`src/rtl/mpmc10_pipe_wb.sv`:
```
// Elastic register pipeline for flat Wishbone write-request payloads, with occupancy count.
// Latency: STAGES cycles on an empty pipe. Backpressure: SKID=1 gives a registered ready
// (two entries per stage); SKID=0 gives one entry per stage and a combinational ready chain.
module mpmc10_pipe_wb #(
    parameter int WID    = 200,
    parameter int STAGES = 1,
    parameter int SKID   = 1
) (
    input  logic                             clk,
    input  logic                             rst,
    input  logic                             clr,
    input  logic                             i_valid,
    output logic                             i_ready,
    input  logic [WID-1:0]                   i_data,
    output logic                             o_valid,
    input  logic                             o_ready,
    output logic [WID-1:0]                   o_data,
    output logic [$clog2(2*STAGES+1)-1:0]    count
);

    localparam int CW = $clog2(2*STAGES+1);

    typedef enum logic [1:0] {
        ST_EMPTY = 2'd0,
        ST_BUSY  = 2'd1,
        ST_FULL  = 2'd2
    } stage_st_e;

    // Index g is the input side of stage g; index STAGES is the pipe output.
    logic           stg_vld [STAGES+1];
    logic           stg_rdy [STAGES+1];
    logic [WID-1:0] stg_dat [STAGES+1];

    assign stg_vld[0]      = i_valid;
    assign stg_dat[0]      = i_data;
    assign stg_rdy[STAGES] = o_ready;

    for (genvar g = 0; g < STAGES; g++) begin : g_stage
        if (SKID != 0) begin : g_skid
            stage_st_e      state_q, state_d;
            logic [WID-1:0] m_q, m_d;
            logic [WID-1:0] s_q, s_d;
            logic           in_v, out_r;

            always_comb begin
                state_d = state_q;
                m_d     = m_q;
                s_d     = s_q;
                in_v    = stg_vld[g] && (state_q != ST_FULL);
                out_r   = stg_rdy[g+1];
                case (state_q)
                    ST_EMPTY: begin
                        if (in_v) begin
                            state_d = ST_BUSY;
                            m_d     = stg_dat[g];
                        end
                    end
                    ST_BUSY: begin
                        if (in_v && out_r) begin
                            m_d = stg_dat[g];
                        end else if (in_v) begin
                            state_d = ST_FULL;
                            s_d     = stg_dat[g];
                        end else if (out_r) begin
                            state_d = ST_EMPTY;
                        end
                    end
                    ST_FULL: begin
                        if (out_r) begin
                            state_d = ST_BUSY;
                            m_d     = s_q;
                        end
                    end
                    default: state_d = ST_EMPTY;
                endcase
                if (clr) begin
                    state_d = ST_EMPTY;
                    m_d     = '0;
                    s_d     = '0;
                end
            end

            always_ff @(posedge clk) begin
                if (rst) begin
                    state_q <= ST_EMPTY;
                    m_q     <= '0;
                    s_q     <= '0;
                end else begin
                    state_q <= state_d;
                    m_q     <= m_d;
                    s_q     <= s_d;
                end
            end

            // Ready depends only on the state flop, so o_ready never reaches i_ready.
            assign stg_rdy[g]   = (state_q != ST_FULL);
            assign stg_vld[g+1] = (state_q != ST_EMPTY);
            assign stg_dat[g+1] = m_q;
        end else begin : g_flow
            logic           vld_q, vld_d;
            logic [WID-1:0] m_q, m_d;
            logic           in_rdy, in_v, out_r;

            always_comb begin
                vld_d  = vld_q;
                m_d    = m_q;
                out_r  = stg_rdy[g+1];
                in_rdy = !vld_q || out_r;
                in_v   = stg_vld[g] && in_rdy;
                if (in_v) begin
                    vld_d = 1'b1;
                    m_d   = stg_dat[g];
                end else if (out_r) begin
                    vld_d = 1'b0;
                end
                if (clr) begin
                    vld_d = 1'b0;
                    m_d   = '0;
                end
            end

            always_ff @(posedge clk) begin
                if (rst) begin
                    vld_q <= 1'b0;
                    m_q   <= '0;
                end else begin
                    vld_q <= vld_d;
                    m_q   <= m_d;
                end
            end

            assign stg_rdy[g]   = in_rdy;
            assign stg_vld[g+1] = vld_q;
            assign stg_dat[g+1] = m_q;
        end
    end

    assign i_ready = !rst && stg_rdy[0];
    assign o_valid = stg_vld[STAGES];
    assign o_data  = stg_dat[STAGES];

    logic [CW-1:0] cnt_q, cnt_d;
    logic          in_xfer, out_xfer;

    always_comb begin
        in_xfer  = i_valid && i_ready;
        out_xfer = o_valid && o_ready;
        cnt_d    = cnt_q;
        if (in_xfer && !out_xfer) begin
            cnt_d = cnt_q + CW'(1);
        end else if (out_xfer && !in_xfer) begin
            cnt_d = cnt_q - CW'(1);
        end
        if (clr) begin
            cnt_d = '0;
        end
    end

    always_ff @(posedge clk) begin
        if (rst) begin
            cnt_q <= '0;
        end else begin
            cnt_q <= cnt_d;
        end
    end

    assign count = cnt_q;

endmodule

```
`config.mk`:
```
export PLATFORM = sky130hd
export DESIGN_NAME = mpmc10_pipe_wb
export DESIGN_NICKNAME = d
export VERILOG_FILES = /design/src/rtl/mpmc10_pipe_wb.sv
export SDC_FILE = /design/constraint.sdc
export NUM_CORES = 1
export LEC_CHECK = 0
export CAP_MARGIN = 20
export CORE_ASPECT_RATIO = 2
export CORE_MARGIN = 2
export CORE_UTILIZATION = 51
export CTS_BUF_LIST = sky130_fd_sc_hd__clkbuf_4
export DETAILED_ROUTE_END_ITERATION = 16
export PLACE_DENSITY_LB_ADDON = 0.25
export SYNTH_ARGS = -nofsm -noshare
export SYNTH_HDL_FRONTEND = slang
export SYNTH_SLANG_ARGS = --single-unit
```
`constraint.sdc`:
```
create_clock -name clk -period 2.2 [get_ports clk]
set_clock_uncertainty 0.15 [all_clocks]
set_input_delay 0.33 -clock clk [delete_from_list [all_inputs] [get_ports clk]]
set_output_delay 0.33 -clock clk [all_outputs]
set_load 0.005 [all_outputs]
```
; ---- Yosys cells after proc, flatten, opt, wreduce, memory -nomap -nowiden
; Cells that the tools add are included.
[totals]
elab_cells = 45
regBits = 404
inputBits = 205
[classes]
n_bitwise = 1
n_eq_ne = 8
n_addsub = 2
mux = 12
reduce_logical = 18
[ops]
columns = operator, n
row1 = $mux W200, 3
row2 = $pmux W200 S3, 1
row3 = $mux W2, 7
row4 = $ne A2 B2 Y1 const B, 5
row5 = $reduce_and A4 Y1, 2
row6 = $logic_and A1 B1 Y1, 7
row7 = $pmux W2 S3, 1
row8 = $reduce_bool A2 Y1, 2
row9 = $logic_not A1 Y1, 3
row10 = $ne A3 B3 Y1 const B, 1
row11 = $reduce_and A3 Y1, 1
row12 = $reduce_bool A3 Y1, 1
row13 = $add A2 B1 Y2 const B, 1
row14 = $eq A2 B1 Y1 const B, 1
row15 = $eq A2 B2 Y1 const B, 1
row16 = $logic_not A2 Y1, 1
row17 = $reduce_or A2 Y1, 1
row18 = $sub A2 B1 Y2 const B, 1
row19 = $not A1 Y1, 1

; ---- Longest topological paths before layout
[logic_depth]
depth_word = 7
ltp_mapped = 9
ltp_nobuf = 7

; ---- Worst setup path before layout
; Ideal clock, no wire load.
[synth_timing]
kind = register -> register
from = reg g_stage[0].g_skid.state_q[1]
to = reg cnt_q[1] (netlist: count[1])
n_path_buf = 2
path_stages_with_launch = 9
required_time_ns = 1.980
arrival_ns = 1.805
path_slack_ns = 0.175
cell_sequence = dfxtp_1 nor2b_1 clkbuf_1 buf_2 nor2_1 and2_1 ha_1 or3_1 a21oi_1
[synth_via]
elab_chain_cells = 6
[synth_rtl]
columns = element, line
row1 = start: declaration, 40  ; stage_st_e state_q, state_d;
row2 = start signal: assignment, 89  ; state_q <= state_d;
row3 = $ne A2 B2 Y1 *, 96  ; assign stg_rdy[g] = (state_q != ST_FULL);
row4 = $logic_and A1 B1 Y1 *, 138  ; assign i_ready = !rst && stg_rdy[0];
row5 = via i_ready, 13  ; output logic i_ready,
row6 = $logic_and A1 B1 Y1 *, 146  ; in_xfer = i_valid && i_ready;
row7 = $logic_not A1 Y1, 151  ; end else if (out_xfer && !in_xfer) begin
row8 = $logic_and A1 B1 Y1, 151
row9 = $reduce_bool A2 Y1 (no line), --
row10 = end signal: assignment, 163  ; cnt_q <= cnt_d;
row11 = end: declaration, 142  ; logic [CW-1:0] cnt_q, cnt_d;
; Mark *: on every way through the listed nets, which the timed path passes. The rest lies on a longest branch.
; A chain may end at the register's enable or synchronous reset.

; ---- Worst setup path in the final report
[layout_timing]
from = reg g_stage[0].g_skid.m_q[192] (netlist: o_data[192])
to = out o_data[192]
[layout_lines]
columns = element, line
row1 = start: declaration, 41  ; logic [WID-1:0] m_q, m_d;
row2 = start signal: assignment, 90  ; m_q <= m_d;
row3 = end: declaration, 17  ; output logic [WID-1:0] o_data,
; No word-level cell between the ends.

==> flow_summary.ini <==
[worst_setup_path]
critPathCaptureType = output port
worst_path_largest_cell_delay_ns = 0.54
start_kind = flip-flop
path_buf_inv = 1
crit_chain = clkdlybuf4s50_1
worstSetupPathType = flip-flop to output port
crit_family = buffers and inverters
path_depth = 1
worst_ep_required_time_ns = 1.72
cp_max_fo = 2
cp_slowest_cell = clkdlybuf4s50_1
arrival_ns = 1.66
rr_worst_depth = 5

[power_and_ir_drop]
power_mw = 16.0
p_clk_share_pct = 38.3
p_switching_mw = 4.05
p_leak_nw = 9.10
seq_power_share_pct = 47.8
comb_power_share_pct = 13.9
swShare_pct = 25.3
ir_drop_v = 0.000578
p_int_mw = 11.9
power_density_mw_per_mm2 = 651

[routing]
viasPerCell = 5.99
wl_mm = 60.7
first_pass_iters = 6
antenna_left = 0
vias = 18400
first_iter_violations = 1554
wl_per_cell_um = 19.7
drc = 0

[layout]
syn_to_final_growth_pct = 49.5
layout-drive-gt1-share_pct = 10.3
fin_util_pct = 76.8
fin_nets = 2788
finalNonFillerCells = 3079

[cts]
ctsHtreeMaxLevel = 3
cts_buffer_depth = 3
cts-root-buf = clkbuf_4
cts_tree = yes
numCtsBuffers = 90
cts_num_sinks = 404
clkLatencyLatePin_ns = 0.76
clk_pin_slew_ns = 0.07

[grt]
busiest_layer = met2
grt.overflow.total = 0
grt_pass1_wl_mm = 94.4
use_met1_pct = 40.2
grt_use_met3_pct = 7.96
grt_pass1_vias = 18300
grt_use_met2_pct = 57.0
grt_max_degree = 83
antenna_found_initial = 3
grt.total_usage_pct = 34.7

[floorplanning]
initial_core_util_pct = 51.4
ios = 409
die_y_um = 258
die_area_mm2 = 0.0338
dieWidth_um = 131
rows = 93
core_area_mm2 = 0.0320

[yosys]
synth_fp_nets = 2261
synth_top_family_by_area = compound AO/OA/AOI/OAI gates
yosys.area_share.simple_pct = 19.0
synthMuxAreaShare_pct = 0
synth_compound_area_share_pct = 26.1
synthDistinctLibCells = 25
synth_seq_cells = 404
synth_top_area_share_pct = 49.2
seq_area_frac_synth_pct = 49.2
synth.area.top_cells = dfxtp_1, nand2_1, a311oi_1, a211oi_1, a21oi_1
postSynthAreaPerCell_um2 = 8.00
synthXorXnorAreaFrac_pct = 0.107
synthAdderAreaFrac_pct = 0.0761
synth_top_area_cell = dfxtp_1
yosysWarningCount = 0
synthCells = 2055
syn_area_mm2 = 0.0164

[sta]
max_freq_mhz = 467
final.min_clock_period_ns = 2.14
tightest_slew_ns = 0.456
final-hold-violation-count = 0
timing.slew.headroom_pct = 69.6
slew_viol_final = 0
period_share_pct = 97.4
setup_violations = 0

[flow_run]
cap_viol_max_count = 0

[placed_design]
gp_congestion = 0.865
io_buffers = 408
place_inst = 2744
hpwl_mm = 34.6

[outcome]
status = complete, no violations

[worst_hold_path]
hp-class = input port to flip-flop
worstHoldPathCells = 3
[final timing paths]
kind                                    end  slack (ns)                          from
hold / removal    g_stage[0].g_skid.s_q[67]        0.04                    i_data[67]
setup reg to reg                o_data[136]        0.27  g_stage[0].g_skid.state_q[0]
hold reg to reg   g_stage[0].g_skid.s_q[66]        0.31     g_stage[0].g_skid.s_q[66]
setup / recovery                o_data[192]        0.06                   o_data[192]
[routing by layer]
layer / vias to the layer above / wire length [µm]
li1: 8373 / -
met1: 8697 / 21500
met2: 1114 / 30300
met3: 248 / 5200
met4: 0 / 3670
met5: - / 0
[worst reg2reg max path, cell delays in order, from the launching register on]
cell and delay, ns:
dfxtp_4 0.36, buf_4 0.16, and3b_4 0.38, buf_12 0.26, a211oi_1 0.16, a311oi_1 0.34
[state kept, by name (all words and copies together) (netlist names)]
name,count
o_data,200
g_stage.g_skid.state_q,2
g_stage.g_skid.s_q,200
count,2
[metrics by stage]
stage / TNS, ns / hold WS [ns] / worst slack, ns / cell area [µm²]
floorplan: 0 / 0.259 / 0.175 / 16400
global route: -0.0532 / 0.0145 / -0.0199 / 24600
CTS: 0 / 0.0000591 / 0.00146 / 24500
detailed placement: -3.55 / 0.297 / -0.0811 / 21500
global placement: -0.00148 / 0.290 / -0.00148 / 21500
finish: 0 / 0.0391 / 0.0577 / 24600
[layout make-up]
type                    instances  area (µm²)
flip-flops and latches        404        8130
multi-input cells            1428        7520
fillers                      2095        7430
repair buffers                658        7170
clock buffers                 145        1090
well taps                     427         534
clock inverters                13         109
diodes                          4        10.0
[placed cells by master (no fill, tap or decap), types with 2 or more instances in the layout]
master | synthesis | layout
buf_6 | 0 | 2
dlygate4sd2_1 | 0 | 16
dfxtp_1 | 404 | 373
buf_12 | 0 | 59
dfxtp_2 | 0 | 30
a211oi_1 | 200 | 200
nand2_1 | 802 | 802
diode_2 | 0 | 4
dlymetal6s2s_1 | 0 | 26
clkinvlp_4 | 0 | 2
clkbuf_4 | 0 | 145
clkinv_1 | 0 | 8
and2_1 | 2 | 2
nor2b_4 | 0 | 2
a311oi_1 | 200 | 200
dlygate4sd3_1 | 0 | 171
clkdlybuf4s50_1 | 0 | 364
nand2b_4 | 0 | 2
or2_4 | 0 | 2
a21oi_1 | 203 | 203
xor2_1 | 2 | 2
buf_4 | 2 | 20
bufinv_16 | 0 | 2
[repair_timing]
item,in CTS,in global routing
endpoints found under the hold margin,277,1
gates resized for setup,55,29
setup endpoints to repair,44,29
hold buffers,170,1
setup buffers,2,0
[cells in the mapped netlist (all sizes together)]
library cell,count
nand2,802
dfxtp,404
a21oi,203
a211oi,200
a311oi,200
clkbuf,151
buf,72
a21o,2
and2,2
nand2b,2
nor2,2
nor2b,2
or2,2
xor2,2
and3b,1
ha,1
nand4bb,1
nor3,1
nor4bb,1
o21ai,1
o21bai,1
or3,1
or3b,1
[power groups by stage]
stage | sequential (mW) | clock (mW) | combinational [mW]
floorplan | 7.78 | 0 | 0.739
global placement | 7.79 | 0 | 1.86
detailed placement | 7.80 | 0 | 1.90
CTS | 7.63 | 6.21 | 2.16
global route | 7.65 | 6.58 | 2.34
finish | 7.64 | 6.13 | 2.22
[cell families after synthesis]
family,count (synthesis)
flip-flops,404
AO/OA/AOI/OAI,607
AND/OR/NAND/NOR,818
XOR/XNOR,2
buffers and inverters,223
adder cells (fa/ha/maj),1
No activity file was read; power rests on OpenSTA's default activity.
